$ cat src/rtl/sram_sp_init.sv
`default_nettype none
// ============================================================================
//  Module      : sram_sp_init
//  Description : Parametrised single-port synchronous SRAM with a hardware
//                init sweep after reset or on request, a registered read,
//                out-of-range error pulses and a req/ready handshake.
//  Revision    : 1.0 - initial release
// ============================================================================
module sram_sp_init #(
   parameter int DATA_W    = 8,
   parameter int ADDR_W    = 2,
   parameter int DEPTH     = 4,
   parameter int INIT_MODE = 1
) (
   input  logic              clk,
   input  logic              rst_n,
   input  logic              clr,
   input  logic              req,
   input  logic              we,
   input  logic [ADDR_W-1:0] addr,
   input  logic [DATA_W-1:0] wdata,
   output logic              ready,
   output logic [DATA_W-1:0] rdata,
   output logic              rvalid,
   output logic              err
);

   typedef enum logic {
      ST_INIT = 1'b0,
      ST_IDLE = 1'b1
   } state_t;

   // One extra bit so DEPTH == 2**ADDR_W is representable in the range compare.
   localparam logic [ADDR_W:0]   DEPTH_X = (ADDR_W+1)'(DEPTH);
   localparam logic [ADDR_W-1:0] LAST_P  = ADDR_W'(DEPTH - 1);

   // Content pattern written into word p by the init sweep.
   function automatic logic [DATA_W-1:0] init_word(input logic [ADDR_W-1:0] p);
      logic [DATA_W+ADDR_W-1:0] ext;
      ext = {{DATA_W{1'b0}}, p};
      case (INIT_MODE)
         1:       return {DATA_W{p[0]}};
         2:       return ext[DATA_W-1:0];
         default: return '0;
      endcase
   endfunction

   logic [DATA_W-1:0] mem [DEPTH];

   state_t            state_q, state_d;
   logic [ADDR_W-1:0] ptr_q, ptr_d;
   logic              ready_q, ready_d;
   logic [DATA_W-1:0] rdata_q, rdata_d;
   logic              rvalid_q, rvalid_d;
   logic              err_q, err_d;

   logic              accept;
   logic              in_range;
   logic              mem_we;
   logic [ADDR_W-1:0] mem_waddr;
   logic [DATA_W-1:0] mem_wdata;

   // Next-state, access decode and memory write port selection.
   always_comb begin
      state_d   = state_q;
      ptr_d     = ptr_q;
      rdata_d   = rdata_q;
      rvalid_d  = 1'b0;
      err_d     = 1'b0;
      mem_we    = 1'b0;
      mem_waddr = ptr_q;
      mem_wdata = init_word(ptr_q);
      accept    = req && ready_q;
      in_range  = {1'b0, addr} < DEPTH_X;

      if (state_q == ST_INIT) begin
         // Sweep owns the write port; requests are ignored here.
         mem_we = 1'b1;
         if (ptr_q == LAST_P) begin
            state_d = ST_IDLE;
            ptr_d   = '0;
         end else begin
            ptr_d = ptr_q + 1'b1;
         end
      end else if (accept) begin
         err_d = !in_range;
         if (we) begin
            if (in_range) begin
               mem_we    = 1'b1;
               mem_waddr = addr;
               mem_wdata = wdata;
            end
         end else begin
            rvalid_d = 1'b1;
            rdata_d  = in_range ? mem[addr] : '0;
         end
      end

      // A clear restarts the sweep; an access accepted this edge still completes.
      if (clr) begin
         state_d = ST_INIT;
         ptr_d   = '0;
      end

      ready_d = (state_d == ST_IDLE);
   end

   // Control and output registers with asynchronous reset.
   always_ff @(posedge clk or negedge rst_n) begin
      if (!rst_n) begin
         state_q  <= ST_INIT;
         ptr_q    <= '0;
         ready_q  <= 1'b0;
         rdata_q  <= '0;
         rvalid_q <= 1'b0;
         err_q    <= 1'b0;
      end else begin
         state_q  <= state_d;
         ptr_q    <= ptr_d;
         ready_q  <= ready_d;
         rdata_q  <= rdata_d;
         rvalid_q <= rvalid_d;
         err_q    <= err_d;
      end
   end

   // Storage array; contents are undefined until the first sweep completes.
   always_ff @(posedge clk) begin
      if (mem_we) begin
         mem[mem_waddr] <= mem_wdata;
      end
   end

   assign ready  = ready_q;
   assign rdata  = rdata_q;
   assign rvalid = rvalid_q;
   assign err    = err_q;

endmodule
`default_nettype wire

$ cat config.mk
export PLATFORM = sky130hd
export DESIGN_NAME = sram_sp_init
export DESIGN_NICKNAME = d
export VERILOG_FILES = /design/src/rtl/sram_sp_init.sv
export SDC_FILE = /design/constraint.sdc
export NUM_CORES = 1
export LEC_CHECK = 0
export BUFFER_PORTS_ARGS = -buffer_cell sky130_fd_sc_hd__clkbuf_2
export CORE_MARGIN = 10
export CORE_UTILIZATION = 25
export DETAILED_ROUTE_END_ITERATION = 8
export HOLD_SLACK_MARGIN = 0.02
export PLACE_DENSITY = 0.39
export SYNTH_ARGS = -nofsm -noshare
export SYNTH_HDL_FRONTEND = slang
export SYNTH_SLANG_ARGS = --single-unit
$ cat constraint.sdc
create_clock -name clk -period 3.8 [get_ports clk]
set_input_delay 0.76 -clock clk [delete_from_list [all_inputs] [get_ports clk]]
set_output_delay 0.76 -clock clk [all_outputs]
set_load 0.05 [all_outputs]
==> results of run 1 <==
synth_stat cells:
| master | count | area share |
|---|---|---|
| mux4_1 | 2 | 0.029 |
| mux2_2 | 10 | 0.062 |
| nand2_1 | 1 | 0.0021 |
| and3b_1 | 1 | 0.0048 |
| a21oi_1 | 1 | 0.0028 |
| nor2b_1 | 1 | 0.0034 |
| edfxtp_1 | 32 | 0.53 |
| mux4_2 | 6 | 0.074 |
| dfrtp_1 | 12 | 0.17 |
| nand3_1 | 1 | 0.0028 |
| a32o_1 | 2 | 0.011 |
| clkbuf_1 | 3 | 0.0062 |
| buf_6 | 1 | 0.0062 |
| ha_1 | 1 | 0.0069 |
| buf_4 | 2 | 0.0083 |
| mux2_4 | 6 | 0.050 |
| inv_1 | 2 | 0.0041 |
| mux2i_1 | 1 | 0.0055 |
| buf_2 | 1 | 0.0028 |
| or2_2 | 1 | 0.0034 |
| and3_1 | 1 | 0.0034 |
| o32ai_1 | 2 | 0.0096 |
| nor2_1 | 3 | 0.0062 |
| conb_1 | 1 | 0.0021 |
critical path, delay by kind of cell:
family	cells	cell delay [ps]
compound gates	1	520
simple gates	1	480
buf+inv	1	100
layer usage:
metal | share of wire | track usage
met1 | 0.42 | 0.08162
met2 | 0.48 | 0.1022
met3 | 0.072 | 0.02375
met4 | 0.024 | 0.03824
met5 | 0 | 0
where the power goes:
group / leakage (uW) / switching [uW] / total [uW] / internal [uW]
clock: 0.0000422 / 145 / 274 / 129
combinational: 0.000311 / 247 / 374 / 127
sequential: 0.000461 / 42.9 / 671 / 628
flip-flops by register name, indices dropped and copies added, names as in the netlist:
register and count:
ptr_q 2, ready 1, rdata 8, mem 32, rvalid 1
worst paths after layout:
check	depth (start not counted)	slack, ps	startpoint	endpoint
worst min-delay path	1	350	rst_n	rdata[5]$_DFFE_PN0P_
max in group asynchronous	1	3200	rst_n	ready$_DFF_PN0_
worst min register to register	1	510	rdata[3]$_DFFE_PN0P_	rdata[3]$_DFFE_PN0P_
worst max register to register	2	1900	ready$_DFF_PN0_	mem[3][6]$_DFFE_PP_
min in group clk	1	510	rdata[3]$_DFFE_PN0P_	rdata[3]$_DFFE_PN0P_
worst max-delay path	3	1890	req	mem[3][6]$_DFFE_PP_
layout make-up:
type | instances | share of cell area
clock inverter | 1 | 0.002365
sequential | 44 | 0.5961
timing repair buffer | 26 | 0.06387
inverter | 2 | 0.003548
tap | 99 | 0.05855
multi-input combinational | 41 | 0.2395
clock buffer | 7 | 0.03607
cell families (layout without fill, tap and decap cells):
| group | count (synthesis) | after routing | synth area share |
|---|---|---|---|
| simple gates | 9 | 9 | 0.02616 |
| mux | 25 | 25 | 0.2202 |
| buf+inv | 9 | 36 | 0.02752 |
| other cells | 1 | 1 | 0.002063 |
| compound gates | 5 | 5 | 0.02340 |
| flops | 44 | 44 | 0.6937 |
| fa+ha+maj | 1 | 1 | 0.006881 |
through the flow:
stage | cell area (um2) | cells | util | hold slack [ps] | setup slack (ps)
5_1_grt | 2116 | 220 | 0.2949 | 367.7 | 1788
3_3_place_gp | 2034 | 212 | 0.2835 | 490.2 | 1579
2_1_floorplan | 1818 | 94 | - | 464.4 | 1489
6_report | 2116 | 220 | 0.2949 | 350.4 | 1890
4_1_cts | 2116 | 220 | 0.2949 | 356.2 | 1858
3_5_place_dp | 2034 | 212 | 0.2835 | 496.2 | 1549
placed cells by master, fill, tap and decap left out, drive strengths merged:
| master | instances |
|---|---|
| a21oi | 1 |
| a32o | 2 |
| and3 | 1 |
| and3b | 1 |
| buf | 2 |
| clkbuf | 31 |
| clkinv | 1 |
| conb | 1 |
| dfrtp | 12 |
| edfxtp | 32 |
| ha | 1 |
| inv | 2 |
| mux2 | 16 |
| mux2i | 1 |
| mux4 | 8 |
| nand2 | 1 |
| nand3 | 1 |
| nor2 | 3 |
| nor2b | 1 |
| o32ai | 2 |
| or2 | 1 |
==> impl_metrics.json, run 1 <==
{
  "run_status": "finished clean",
  "wire_length_of_the_first_global_routing_pass_um": 5644,
  "multiInputGateArea_um2": 506.7,
  "synth_seq_area_share": 0.6937,
  "setup_total_neg_slack_ps": 0,
  "syn_inst": 94,
  "drt-wirelength-per-cell_um": 16.24,
  "post-route-period-util": 0.5027,
  "register_area_um2": 1261,
  "timing.critical_path.fanout_max": 10,
  "root_buffer_cell": "clkbuf_8",
  "mappedNetlistNets": 110,
  "post_drt_via_cell_ratio": 4.141,
  "syn-mean-instance-area_um2": 19.34,
  "cpMaxStageDelayCell": "a32o_1",
  "cp-start-kind": "input port",
  "total_number_of_placement_rows": 31,
  "slew-limit-headroom": 0.6278,
  "h_tree_levels": 2,
  "period_needed_ps": 1910,
  "fin_skew_ps": 7.077,
  "routed_wirelength_um": 3573,
  "route.detailed.drc": 0,
  "pin_count_of_the_biggest_net_entering_global_routing": 14,
  "drive_gt1_frac": 0.4545,
  "setup_viol": 0,
  "min-delay-path-class": "input port to async pin",
  "globalRouteOverflowTotal": 0,
  "critical_path.max_stage_delay_ps": 520,
  "initialDrtViolationCount": 23,
  "chipWidth_um": 105.3,
  "postCtsHoldBufs": 0,
  "report.power.total_uw": 1319,
  "clkLatencyLatePin_ps": 290,
  "slew_worst_pin_ps": 558.3,
  "cts_setup_buffers": 0,
  "floorplan.core_area_um2": 7176,
  "nFillCells": 730,
  "yosysWarnings": 0,
  "crit_path_cell_trace": "clkbuf_2 > and3_1 > a32o_1",
  "postRouteAntennaNets": 0,
  "dieHeight_um": 105.3,
  "required_ps": 3740,
  "area_growth_syn_to_layout_pct": 16.38,
  "report.final.slew_viol_count": 0,
  "gp_congestion": 0.6799,
  "start_util": 0.2534,
  "port-buffer-count": 24,
  "cts_resized": 0,
  "crit_type": "input port to flop",
  "grt_pass1_vias": 985,
  "gr-usage-all-layers": 0.06746,
  "number_of_antenna_violations_at_the_first_check_in_global_routing": 0,
  "worst-endpoint-arrival_ps": 1850,
  "timing.fmax_ghz": 0.5235,
  "diodes": 0,
  "power_leakage_uw": 0.0008141,
  "critPathCaptureType": "flop",
  "vdd_drop_max_uv": 116.8,
  "cts_buffer_depth": 2,
  "die_outline_area_um2": 11080,
  "cts.reportedPaths.clkPinSlew_ps": 80,
  "max_cap_violations": 0,
  "clock_tree_from_tritoncts": "yes",
  "ioPinCount": 26,
  "detail_route.first_pass.iterations": 4,
  "fin_nets": 136,
  "count_of_cell_types_in_the_netlist": 24,
  "synthesis.area_um2": 1818,
  "power_per_cell_area_nw_per_um2": 623.3,
  "report.final.hold_viol_count": 0,
  "clock_sink_count": 44,
  "grt_setup_unrepaired": "false",
  "detailroute.via_count": 911,
  "post-dp-hpwl_um": 2556,
  "yosys_register_bits": 44,
  "number_of_buffers_created_by_cts": 5
}
Power figures use the tool's default switching activity.
==> run 2: changes to the inputs <==
==> constraint.sdc (replaced) <==
create_clock -name clk -period 1.99 [get_ports clk]
set_input_delay 0.398 -clock clk [delete_from_list [all_inputs] [get_ports clk]]
set_output_delay 0.398 -clock clk [all_outputs]
set_load 0.05 [all_outputs]
==> impl_metrics.json, run 2 (synthesized netlist as in run 1, its figures left out) <==
{
  "final_cell_mix": "edfxtp_1 (32), clkbuf_2 (24), dfrtp_1 (12)",
  "postRouteAntennaNets": 0,
  "run_status": "finished clean",
  "clock_sink_count": 44,
  "worst-endpoint-arrival_ps": 1680,
  "cp-start-kind": "flop",
  "power_per_cell_area_nw_per_um2": 1174,
  "cts_buffer_depth": 2,
  "largest-register": "mem",
  "port-buffer-count": 24,
  "post-dp-hpwl_um": 2762,
  "dieHeight_um": 105.3,
  "largest_register_ffs": 32,
  "start_util": 0.2534,
  "area_growth_syn_to_layout_pct": 19.89,
  "number_of_buffers_created_by_cts": 5,
  "cts.reportedPaths.clkPinSlew_ps": 80,
  "die_outline_area_um2": 11080,
  "routed_wirelength_um": 3876,
  "crit_path_cell_trace": "and3_1 > buf_4 > mux2_2",
  "report.final.hold_viol_count": 0,
  "wire_length_of_the_first_global_routing_pass_um": 6120,
  "critical-path-top-delay-family": "flip-flops",
  "drive_gt1_frac": 0.4884,
  "detail_route.first_pass.iterations": 4,
  "h_tree_levels": 2,
  "grt_pass1_vias": 1084,
  "power_leakage_uw": 0.0008578,
  "clkLatencyLatePin_ps": 290,
  "clock_tree_from_tritoncts": "yes",
  "timing.rr.start": "ready$_DFF_PN0_",
  "gp_congestion": 0.7064,
  "detailroute.via_count": 944,
  "pin_count_of_the_biggest_net_entering_global_routing": 14,
  "report.final.slew_viol_count": 0,
  "timing.critical_path.fanout_max": 9,
  "reg2reg_setup_slack_ps": 340,
  "min-delay-path-class": "input port to flop",
  "number_of_antenna_violations_at_the_first_check_in_global_routing": 0,
  "postCtsHoldBufs": 1,
  "multiInputGateArea_um2": 506.7,
  "final_core_util": 0.3037,
  "chipWidth_um": 105.3,
  "critical_path.n_buffers_inverters": 1,
  "timing.fmax_ghz": 0.6063,
  "floorplan.core_area_um2": 7176,
  "finish.cell_count_without_fillers": 228,
  "drt-wirelength-per-cell_um": 17.00,
  "post_drt_via_cell_ratio": 4.140,
  "placed_cells": 219,
  "crit_path_start": "ready$_DFF_PN0_",
  "cpMaxStageDelayCell": "dfrtp_1",
  "nFillCells": 712,
  "initialDrtViolationCount": 18,
  "report.power.total_uw": 2560,
  "setup_viol": 0,
  "diodes": 0,
  "root_buffer_cell": "clkbuf_8",
  "post-route-period-util": 0.8288,
  "required_ps": 2020,
  "hold_path.startpoint": "clr",
  "max_cap_violations": 0,
  "fin_nets": 144,
  "crit_type": "flop to flop",
  "route.detailed.drc": 0,
  "fin_skew_ps": 6.939,
  "grt_setup_unrepaired": "false",
  "cts_resized": 0,
  "most_common_library_cell_in_the_layout_ignoring_fill_and_taps": "edfxtp_1",
  "gr-usage-all-layers": 0.07309,
  "cts_setup_buffers": 0,
  "total_number_of_placement_rows": 31,
  "globalRouteOverflowTotal": 0,
  "vdd_drop_max_uv": 277.6,
  "critPathCaptureType": "flop",
  "critical_path.max_stage_delay_ps": 490,
  "register_area_um2": 1261,
  "ioPinCount": 26,
  "period_needed_ps": 1649
}
## run 2: changes by cell type in the layout (fill, tap and decap cells not counted)
cell and delta:
buf_4 +7, clkbuf_1 -2, clkinv_1 +1, clkinv_2 +1, dlygate4sd3_1 +1
## run 2: worst paths after layout
kind,endpoint,cells past startpoint
worst min-delay path,ptr_q[1]$_DFFE_PN0P_,2
min in group asynchronous,rvalid$_DFF_PN0_,2
worst max register to register,mem[3][4]$_DFFE_PP_,3
worst max-delay path,mem[3][4]$_DFFE_PP_,3
worst min register to register,rdata[4]$_DFFE_PN0P_,1
max in group asynchronous,rdata[6]$_DFFE_PN0P_,2
## run 2: power breakdown
part           total [uW]  internal [uW]  switching (uW)
Clock                 532            238             294
Sequential           1270           1200            76.2
Combinational         753            261             492
## run 2: cell type report
type,count,share of cell area
sequential,44,0.5786
multi-input combinational,41,0.2325
tap,99,0.05683
timing repair buffer,34,0.09070
inverter,2,0.003444
clock buffer,5,0.03157
clock inverter,3,0.006315
## run 2: stage by stage
stage	setup TNS, ps	setup WS, ps	area, um2	hold WS [ps]
after global routing	0	261.9	2180	288.1
after floorplan	-2207	-137.9	1818	102.4
final	0	340.7	2180	284.4
after detailed placement	0	249.0	2087	328.9
after global placement	0	263.0	2087	326.3
after CTS	0	330.3	2180	281.3
## run 2: layer usage
layer,vias up,track usage,share of wire
met5,-,0,0
met4,0,0.03529,0.020
met3,6,0.02619,0.055
met2,23,0.1218,0.50
met1,482,0.08134,0.43
li1,433,-,-
